<file path="config.mk">
export PLATFORM = sky130hd
export DESIGN_NAME = sha256_msg_padder
export DESIGN_NICKNAME = d
export VERILOG_FILES = /design/src/rtl/sha256_msg_padder.sv
export SDC_FILE = /design/constraint.sdc
export NUM_CORES = 1
export LEC_CHECK = 0
export BUFFER_PORTS_ARGS = -buffer_cell sky130_fd_sc_hd__buf_2
export CAP_MARGIN = 20
export CORE_AREA = 2 2 249 349
export CTS_BUF_LIST = sky130_fd_sc_hd__clkbuf_4
export CTS_CLUSTER_SIZE = 28
export DETAILED_ROUTE_END_ITERATION = 7
export DIE_AREA = 0 0 251 351
export HOLD_SLACK_MARGIN = 0.06
export SLEW_MARGIN = 5
export SYNTH_ARGS = -nofsm -noshare
export SYNTH_HDL_FRONTEND = slang
export SYNTH_SLANG_ARGS = --single-unit
export TNS_END_PERCENT = 50
</file>
<file path="constraint.sdc">
create_clock -name clk -period 3.52 [get_ports clk]
set_clock_uncertainty 0.1 [all_clocks]
set_input_delay 0.176 -clock clk [delete_from_list [all_inputs] [get_ports clk]]
set_output_delay 0.176 -clock clk [all_outputs]
set_load 0.03 [all_outputs]
</file>
<file path="src/rtl/sha256_msg_padder.sv">
// sha256_msg_padder: packs a 32-bit word stream into padded 512-bit SHA-256 blocks.
// Define SHA256_PAD_BYTESWAP_EN to accept little-endian input words.
module sha256_msg_padder (
  input  logic         clk,
  input  logic         reset_n,
  input  logic         in_valid,
  output logic         in_ready,
  input  logic [31:0]  in_data,
  input  logic         in_last,
  input  logic [1:0]   in_bytes,
  output logic         blk_valid,
  input  logic         blk_ready,
  output logic [511:0] blk_data,
  output logic         blk_last
);
  typedef enum logic [1:0] {FILL, PAD, LEN, OUT} state_t;
  state_t             state_q, state_d;
  logic [3:0]         widx_q, widx_d;
  logic [63:0]        cnt_q, cnt_d;
  logic [15:0][31:0]  buf_q, buf_d;
  logic               last_q, last_d;
  logic               pend_len_q, pend_len_d;
  logic               pend_80_q, pend_80_d;
  logic               run_q;
  logic [31:0]        word;
  logic [63:0]        bit_len;
  logic [4:0]         sh;
  logic               accept, fill15;
`ifdef SHA256_PAD_BYTESWAP_EN
  assign word = {in_data[7:0], in_data[15:8], in_data[23:16], in_data[31:24]};
`else
  assign word = in_data;
`endif
  assign in_ready  = run_q & (state_q == FILL);
  assign accept    = in_valid & in_ready;
  assign blk_valid = state_q == OUT;
  assign blk_last  = last_q;
  assign blk_data  = buf_q;
  assign sh        = {in_bytes, 3'b000};
  assign bit_len   = {cnt_q[60:0], 3'b000};
  // The 0x80 word landing at 14/15 leaves no room for the length field
  assign fill15    = pend_len_q | (pend_80_q & (widx_q[3:1] == 3'b111));
  always_comb begin
    state_d    = state_q;
    widx_d     = widx_q;
    cnt_d      = cnt_q;
    buf_d      = buf_q;
    last_d     = last_q;
    pend_len_d = pend_len_q;
    pend_80_d  = pend_80_q;
    case (state_q)
      FILL: if (accept) begin
        cnt_d  = cnt_q + ((in_last && in_bytes != 2'd0) ? {62'd0, in_bytes} : 64'd4);
        widx_d = widx_q + 4'd1;
        if (!in_last) begin
          buf_d[widx_q] = word;
          if (widx_q == 4'd15) state_d = OUT;
        end else if (in_bytes == 2'd0) begin
          buf_d[widx_q] = word;
          pend_80_d     = 1'b1;
          pend_len_d    = widx_q == 4'd15;
          state_d       = (widx_q == 4'd15) ? OUT : PAD;
        end else begin
          buf_d[widx_q] = (word & ~(32'hffff_ffff >> sh)) | (32'h8000_0000 >> sh);
          pend_len_d    = widx_q >= 4'd14;
          state_d       = (widx_q == 4'd15) ? OUT : (widx_q == 4'd13) ? LEN : PAD;
        end
      end
      PAD: begin
        buf_d[widx_q] = pend_80_q ? 32'h8000_0000 : 32'h0;
        pend_80_d     = 1'b0;
        widx_d        = widx_q + 4'd1;
        if (fill15) begin
          pend_len_d = 1'b1;
          if (widx_q == 4'd15) state_d = OUT;
        end else if (widx_q >= 4'd13) begin
          widx_d  = 4'd14;
          state_d = LEN;
        end
      end
      LEN: begin
        buf_d[widx_q] = widx_q[0] ? bit_len[31:0] : bit_len[63:32];
        widx_d        = widx_q + 4'd1;
        if (widx_q[0]) begin
          state_d = OUT;
          last_d  = 1'b1;
        end
      end
      OUT: if (blk_ready) begin
        widx_d = 4'd0;
        last_d = 1'b0;
        if (pend_len_q) begin
          pend_len_d = 1'b0;
          state_d    = PAD;
        end else begin
          state_d = FILL;
          if (last_q) cnt_d = 64'd0;
        end
      end
      default: state_d = FILL;
    endcase
  end
  always_ff @(posedge clk or negedge reset_n) begin
    if (!reset_n) begin
      state_q    <= FILL;
      widx_q     <= 4'd0;
      cnt_q      <= 64'd0;
      buf_q      <= '0;
      last_q     <= 1'b0;
      pend_len_q <= 1'b0;
      pend_80_q  <= 1'b0;
      run_q      <= 1'b0;
    end else begin
      state_q    <= state_d;
      widx_q     <= widx_d;
      cnt_q      <= cnt_d;
      buf_q      <= buf_d;
      last_q     <= last_d;
      pend_len_q <= pend_len_d;
      pend_80_q  <= pend_80_d;
      run_q      <= 1'b1;
    end
  end
endmodule

</file>
After elaboration in Yosys (flattened, before gate mapping)

Index checks and enable logic that the tools add are counted.

Logic and storage cells: 118
Input bits: 39
Output and inout bits: 515
Flip-flop bits (word level): 586

Equality and inequality tests: 15
Bitwise gates (word level): 7
Shifts and indexed selects: 2
Reduce and logical (&&, ||, !) cells: 17
$add $sub $neg: 2
Order comparisons: 4
Multiplexer cells: 48

Operators with widths:

| operator                | number |
|---|---|
| $bwmux W512             | 4 |
| $mux W512               | 3 |
| $pmux W512 S3           | 1 |
| $mux W64                | 4 |
| $demux W32 S4           | 1 |
| $pmux W64 S2            | 1 |
| $mux W32                | 3 |
| $add A64 B3 Y64         | 1 |
| $shr A32 B5 Y32 const A | 2 |
| $and A32 B32 Y32        | 1 |
| $not A32 Y32            | 1 |
| $or A32 B32 Y32         | 1 |
| $mux W2                 | 11 |
| $mux W4                 | 4 |
| $pmux W4 S4             | 1 |
| $mux W1                 | 10 |
| $ne A2 B2 Y1 const B    | 5 |
| $reduce_and A5 Y1       | 2 |
| $eq A4 B4 Y1 const B    | 2 |
| $ge A4 B4 Y1 const B    | 2 |
| $pmux W2 S4             | 1 |
| $reduce_and A4 Y1       | 2 |
| $reduce_bool A2 Y1      | 4 |
| $ne A2 B1 Y1 const B    | 3 |
| other kinds (17)        | 25 |

Longest topological paths before layout

Gate-level depths: netlist (run 1).

Depth after elaboration: 9
Mapped depth: 13
Depth with buffers taken out: 10

Worst setup path after synthesis (run 1)

No wires, ideal clock.

Kind: input to register
Start: input port in_bytes[0]
End: register cnt_q[56]
Path slack: 0.577 ns
Cell stages on the path: 12
Buffers on the path: 2
Data arrival time: 2.765 ns
Setup time: 0.078 ns
Cells stage by stage: clkbuf_1 > nand2_1 > inv_1 > ha_1 > inv_1 > fa_1 > nand2b_1 > a2111oi_4 > nand3_1 > buf_2 > or4_1 > a21oi_1

Longest elaborated chain between the ends: 6

Ends and longest elaborated chain:

| what                 | RTL line | RTL |
|---|---|---|
| from (decl)          | 10       | `input logic [1:0] in_bytes,` |
| $reduce_bool A2 Y1   | 53       | `cnt_d = cnt_q + ((in_last && in_bytes != 2'd0) ? {62'd0, in_bytes} : 64'd4);` |
| $logic_and A1 B1 Y1  | 53       |  |
| $mux W3 (*)          | 53       |  |
| $add A64 B3 Y64 (*)  | 53       |  |
| $mux W64 (*)         | 52       | `FILL: if (accept) begin` |
| $pmux W64 S2 (*)     | 51       | `case (state_q)` |
| to (signal assigned) | 116      | `cnt_q <= cnt_d;` |
| to (decl)            | 19       | `logic [63:0] cnt_q, cnt_d;` |

Mark *: on every way between the ends. The rest lies on a longest branch, timed or not. The select of a mux whose other input is x is not followed.
A chain may end at the register's enable or synchronous reset.

==> flow_summary.json, run 1 <==
{
  "end_kind": "flip-flop",
  "dieArea_sq_mm": 0.08810,
  "final_cell_mix": "dfrtp_1 (583), buf_2 (552), o21ai_0 (416)",
  "multi_input_area_sq_mm": 0.008592,
  "grtUsageTotal_pct": 22.03,
  "dp_hpwl_mm": 67.44,
  "synth.avg_cell_area_sq_um": 9.912,
  "ios": 554,
  "path_clk_slew_ps": 70,
  "dp_cells": 3950,
  "clk_latency_ps": 1040,
  "maxCapViolations": 0,
  "synthCells": 2387,
  "cts.sinks": 583,
  "synth.yosys.seq_area_share_pct": 61.66,
  "critPathSlowestCell": "dlygate4sd3_1",
  "synth-edff-count": 0,
  "cts_resized": 0,
  "root_buffer": "clkbuf_4",
  "layout_commonest_cell": "dfrtp_1",
  "h-tree-depth": 4,
  "num_vias": 21710,
  "antenna_found_initial": 5,
  "tightest_slew_ps": 1129,
  "synth_area_sq_mm": 0.02366,
  "clock.fmax_mhz": 296.5,
  "cts_tree": "yes",
  "hold_viol": 0,
  "worstSetupPathType": "flip-flop to flip-flop",
  "setup_viol": 0,
  "slew_headroom_pct": 24.73,
  "cts-buffers-inserted": 147,
  "rsz0062_at_grt": "false",
  "holdCritPathClass": "input pin to flip-flop",
  "grt_max_degree": 92,
  "cellLeakagePower_nw": 15.31,
  "period_minus_slack_ps": 3373,
  "clock_path_buffers": 3,
  "status": "finished clean",
  "drt-total-wl_mm": 98.28,
  "pwr_density_cell_mw_per_mm2": 1037,
  "ir_worst_vdd_uv": 625.4,
  "dr.first_iter.drc_count": 1456,
  "crit_chain": "inv_1 > ha_1 > nor3b_2 > buf_4 > a31oi_1 > a21boi_1 > buf_4 > a21oi_1 > dlygate4sd3_1 > o21ai_1",
  "wl_per_cell_um": 22.95,
  "ys_warn_count": 0,
  "crit_top_cell": "buf_4",
  "finalCritPeriodShare_pct": 95.81,
  "die_x_um": 251,
  "fp-row-count": 127,
  "dpl_cell_area_sq_mm": 0.02847,
  "crit_path_max_incr_delay_ps": 570,
  "syn_to_final_growth_pct": 31.40,
  "initial_utilization_pct": 27.78,
  "crit_path_start_kind": "flip-flop",
  "core_sq_mm": 0.08517,
  "synth_nets": 2439,
  "stdcell_count": 4282,
  "gp_congestion": 0.8754,
  "remaining_drc_errors": 0,
  "drive_gt1_share_pct": 30.18,
  "cp.required_ps": 4370,
  "grt_pass1_wl_mm": 142.5,
  "fp.dieH_um": 351,
  "io_buffers": 553,
  "drv_slew": 0,
  "grt-ovfl-total": 0,
  "critical_path_peak_fanout": 8,
  "vias_per_cell": 5.071,
  "crit_arrival_ps": 4220,
  "num-fill-cells": 8759,
  "first_pass_iters": 6,
  "async_flop_share_pct": 100.0,
  "synth-seq-cells": 583,
  "synthFlopType": "dfrtp_1",
  "grt_pass1_vias": 21480,
  "fin_area_sq_mm": 0.03109,
  "finalSetupTns_ps": 0,
  "synth_cell_types": 64,
  "ant_nets": 0,
  "fin_nets": 3136,
  "regArea_sq_mm": 0.01459
}
==> logic make-up (layout without fill, tap and decap cells) <==
family | count (synthesis) | count (layout) | synth area share, %
xor gates and xnor gates | 19 | 19 | 0.7033
and+or+nand+nor | 809 | 809 | 15.65
AOI/OAI and AO/OA | 712 | 712 | 16.17
muxes | 35 | 35 | 1.512
buffers and inverters | 215 | 1009 | 3.570
adders and majority gates | 13 | 13 | 0.7192
other | 1 | 6 | 0.01585
DFF | 583 | 583 | 61.66
==> cell usage after synthesis (all sizes together) (2+ instances only) <==
cell type | instances | area share, %
a211oi | 2 | 0.063
a21boi | 2 | 0.079
a21o | 6 | 0.19
a21oi | 89 | 1.9
a221oi | 2 | 0.074
a22o | 2 | 0.074
a22oi | 4 | 0.13
a2bb2oi | 3 | 0.11
a311oi | 2 | 0.074
a31oi | 8 | 0.21
a32oi | 3 | 0.11
a41oi | 4 | 0.15
and2 | 5 | 0.13
and3 | 5 | 0.13
and4 | 3 | 0.11
buf | 36 | 0.73
clkbuf | 156 | 2.5
dfrtp | 583 | 62
ha | 12 | 0.63
inv | 23 | 0.36
mux2 | 6 | 0.29
mux2i | 29 | 1.2
nand2 | 410 | 6.5
nand2b | 4 | 0.11
nand3 | 195 | 4.1
nand3b | 4 | 0.13
nand4 | 33 | 1.0
nor2 | 68 | 1.1
nor2b | 11 | 0.29
nor3 | 16 | 0.36
nor3b | 2 | 0.11
nor4 | 9 | 0.29
o21a | 3 | 0.095
o21ai | 545 | 12
o22a | 2 | 0.074
o22ai | 2 | 0.053
o31ai | 19 | 0.60
o32a | 10 | 0.42
or2 | 3 | 0.079
or3 | 25 | 0.66
or4 | 12 | 0.38
xnor2 | 7 | 0.26
xor2 | 12 | 0.44
==> power breakdown <==
part	switching (mW)	internal, mW	leakage, nW	total, mW
clock network	2.85	2.80	1.05	5.66
registers	1.25	8.77	8.03	10.0
logic	12.5	4.11	6.23	16.6
total	16.6	15.7	15.3	32.3
==> layer usage <==
layer	wire length (um)	vias to the layer above	GRT usage, %
met4	4901	0	12.68
met5	0	-	0
met1	38580	10770	26.04
met2	47920	917	36.67
met3	6876	232	5.283
li1	-	9798	-
==> critical path, delay by kind of cell (launching register included) <==
kind                       cells  cell delay (ps)
and+or+nand+nor                1              300
adders and majority gates      1              420
DFF                            1              480
buffers and inverters          4             1220
AOI/OAI and AO/OA              4              780
==> through the flow <==
step | hold slack, ps | worst slack [ps] | utilization, % | power (mW)
final | 216.6 | 147.3 | 36.50 | 32.25
after global routing | 125.7 | 71.05 | 36.50 | 33.98
after CTS | 61.95 | 217.4 | 36.45 | 32.46
after detailed placement | 97.17 | 446.2 | 33.43 | 26.56
after global placement | 98.26 | 416.7 | 33.39 | 26.32
after floorplan | -219.6 | 577.1 | - | 19.06
==> area by class of cell <==
class	instances	share of cell area, %
diodes	5	0.04025
clock buffers	210	5.071
clock inverters	36	0.5916
inverters	23	0.2777
multi-input cells	1589	27.64
flip-flops and latches	583	46.93
well taps	1096	4.411
repair buffers	740	15.04
==> repair_timing <==
action | 4_1_cts | 5_1_grt
buffers inserted | 0 | 0
hold buffers | 80 | 0
hold endpoints to repair | 1160 | 0
==> worst paths after layout <==
path / slack (ps) / cells after the start / startpoint / to
setup / recovery: 150 / 10 / widx_q[0] / flip-flop
hold / removal: 220 / 4 / in_data[12] / flip-flop
setup reg to reg: 150 / 10 / widx_q[0] / flip-flop
hold reg to reg: 370 / 2 / flip-flop / flip-flop
max in group asynchronous: 2250 / 5 / reset_n / async pin
min in group asynchronous: 270 / 4 / reset_n / blk_data[450]
No activity file was read; power rests on OpenSTA's default activity.
==> run 2: changes to the inputs <==
--- a/config.mk
+++ b/config.mk
@@ -7,5 +7,6 @@
 export LEC_CHECK = 0
+export ABC_AREA = 1
 export BUFFER_PORTS_ARGS = -buffer_cell sky130_fd_sc_hd__buf_2
 export CAP_MARGIN = 20
-export CORE_AREA = 2 2 249 349
+export CORE_AREA = 2 2 260 364
 export CTS_BUF_LIST = sky130_fd_sc_hd__clkbuf_4
@@ -13,3 +14,3 @@
 export DETAILED_ROUTE_END_ITERATION = 7
-export DIE_AREA = 0 0 251 351
+export DIE_AREA = 0 0 262 366
 export HOLD_SLACK_MARGIN = 0.06
@@ -19,2 +20 @@
 export SYNTH_SLANG_ARGS = --single-unit
-export TNS_END_PERCENT = 50
--- a/constraint.sdc
+++ b/constraint.sdc
@@ -4,2 +4,2 @@
 set_output_delay 0.176 -clock clk [all_outputs]
-set_load 0.03 [all_outputs]
+set_load 0.1 [all_outputs]
==> run 2 against run 1 <==
Global-route usage increased by 0.93 points; routed wire length up 14%; maximum frequency decreased by 1.2%; final cell count up 14%; register-to-register slack worse by 40 ps; critical path type unchanged; synthesized area grew 8.7%; core utilization down 1.1 points; highest routed layer is now met5.
==> flow_summary.json, run 2 <==
{
  "rsz0062_at_grt": "false",
  "root_buffer": "clkbuf_4",
  "synth-edff-count": 0,
  "antenna_found_initial": 13,
  "first_pass_iters": 6,
  "core_sq_mm": 0.09249,
  "clock_path_buffers": 3,
  "timing.rr.start": "state_q[0]",
  "io_buffers": 553,
  "final_cell_mix": "dfrtp_1 (583), buf_2 (552), nand3_1 (528)",
  "finalCritPeriodShare_pct": 97.00,
  "slew_headroom_pct": 23.41,
  "dp_hpwl_mm": 79.06,
  "syn_to_final_growth_pct": 27.19,
  "synth_top_area_share_pct": 56.71,
  "worstSetupPathType": "flip-flop to flip-flop",
  "fin_nets": 3635,
  "multi_input_area_sq_mm": 0.009448,
  "setup_ws_ps": 105.6,
  "clk_latency_ps": 1100,
  "async_flop_share_pct": 100.0,
  "synth_top_family_by_area": "simple AND/OR/NAND/NOR gates",
  "synth_compound_area_share_pct": 13.30,
  "rrSetupSlack_ps": 110,
  "vias_per_cell": 5.055,
  "cts_tree": "yes",
  "synth-simple-area-share_pct": 22.12,
  "path_clk_slew_ps": 70,
  "gp_congestion": 0.9914,
  "dr.first_iter.drc_count": 2518,
  "maxCapViolations": 0,
  "die_x_um": 262,
  "crit_arrival_ps": 4260,
  "wl_per_cell_um": 22.95,
  "status": "finished clean",
  "dp_worst_setup_slack_ps": 398.7,
  "r2r_cells": 10,
  "initial_utilization_pct": 27.82,
  "synthFlopType": "dfrtp_1",
  "period_minus_slack_ps": 3414,
  "end_kind": "flip-flop",
  "synth.avg_cell_area_sq_um": 8.883,
  "netlist_top_cells_area": "dfrtp_1 (57%), nand3_1 (10%), o21ai_0 (7.4%)",
  "ys_warn_count": 0,
  "layout_commonest_cell": "dfrtp_1",
  "synth-seq-cells": 583,
  "synth.yosys.seq_area_share_pct": 56.71,
  "h-tree-depth": 4,
  "cts-buffers-inserted": 148,
  "critical_path_peak_fanout": 20,
  "yosys-mux-area-fraction_pct": 0.03891,
  "clock.fmax_mhz": 292.9,
  "drive_gt1_share_pct": 25.82,
  "drt-total-wl_mm": 112.3,
  "ant_nets": 0,
  "tightest_slew_ps": 1148,
  "grt_pass1_wl_mm": 160.7,
  "grt_pass1_vias": 23650,
  "fp-row-count": 132,
  "synthCells": 2896,
  "ios": 554,
  "remaining_drc_errors": 0,
  "synth-adder-area-share_pct": 0.6614,
  "num_vias": 24740,
  "setup_viol": 0,
  "grt-ovfl-total": 0,
  "synth_nets": 2948,
  "regArea_sq_mm": 0.01459,
  "startpoint": "state_q[0]",
  "drv_slew": 0,
  "crit_path_start_kind": "flip-flop",
  "postCtsSetupRepairBufs": 0,
  "num-fill-cells": 9755,
  "synth_top_cell_by_area": "dfrtp_1",
  "synth_area_sq_mm": 0.02573,
  "grt_max_degree": 89,
  "finalSetupTns_ps": 0,
  "dieArea_sq_mm": 0.09589,
  "cts.sinks": 583,
  "yosys-top-cells-count": "dfrtp_1 (583), nand3_1 (530), nand2_1 (422), o21ai_0 (381), nor2_1 (235)",
  "fp.dieH_um": 366,
  "cp.required_ps": 4370,
  "yosysMostFrequentCell": "dfrtp_1",
  "holdCritPathClass": "input pin to flip-flop",
  "hold_viol": 0,
  "synth_xor_area_share_pct": 0.06809,
  "grtUsageTotal_pct": 22.97,
  "hold_depth": 5,
  "synth_cell_types": 50
}
run 2: cell count changes in the layout (fill, tap and decap cells not counted), moves of 25 or more:
cell / change
nand3_1: +344
or3_1: -25
o21ai_1: +38
nor2_1: +170
inv_1: +135
mux2i_1: -29
o21ai_0: -35
run 2: layout make-up:
cell class	count	share of cell area, %
Antenna cell	14	0.1071
Clock buffer	205	4.703
Clock inverter	37	0.8145
Inverter	168	1.943
Multi-Input combinational cell	1943	28.87
Sequential cell	583	44.59
Tap cell	1206	4.612
Timing Repair Buffer	739	14.36
run 2: worst min path at each step:
stage / slack [ps] / to / start
2_1_floorplan: -220 / async pin / reset_n
3_3_place_gp: 160 / async pin / reset_n
3_5_place_dp: 170 / async pin / reset_n
6_report: 160 / pend_len_q / blk_ready
5_1_grt: 130 / flip-flop / in_data[24]
4_1_cts: 60 / cnt_q[0] / in_last
run 2: what timing repair did:
item / CTS / global route
gates resized for setup: 0 / 5
hold endpoints to repair: 1137 / 0
setup endpoints to repair: 0 / 10
hold buffers: 86 / 0
run 2: logic make-up (layout without fill, tap and decap cells):
family          count (synthesis)  after routing
xor+xnor                        2              2
compound gates                651            651
buf+inv                       370           1149
mux                             1              1
simple gates                 1275           1275
other cells                     1             15
fa+ha+maj                      13             13
flops                         583            583
run 2: routing by layer:
metal / global-route usage [%] / routed length, um / vias up
met2: 36.72 / 52410 / 1279
li1: - / - / 11280
met4: 14.21 / 6954 / 4
met3: 4.511 / 8218 / 278
met5: 0 / 27 / -
met1: 28.30 / 44730 / 11900
run 2: worst max-delay path, stage by stage, from the launching register on:
cell           delay [ps]
dfrtp_1               420
inv_1                 100
ha_2                  470
buf_6                 260
nor2_1                 70
nand3_1                80
dlygate4sd3_1         560
nand3_1               220
dlygate4sd3_1         750
a21oi_1               170
o21ai_0                90
run 2: metrics by stage:
stage               hold slack (ps)  util [%]  instance area, sq um  instances
CTS                           60.81     35.32                 32670       4881
global route                  130.1     35.37                 32720       4893
detailed placement            172.6     32.42                 29990       4553
global placement              164.4     32.42                 29990       4553
floorplan                    -219.6         -                 25730       2896
finish                        155.1     35.38                 32720       4895
Power of run 2 is left out: the tool's default activity adds up to more than one toggle a clock period on the data nets, which glitch-free logic cannot reach.
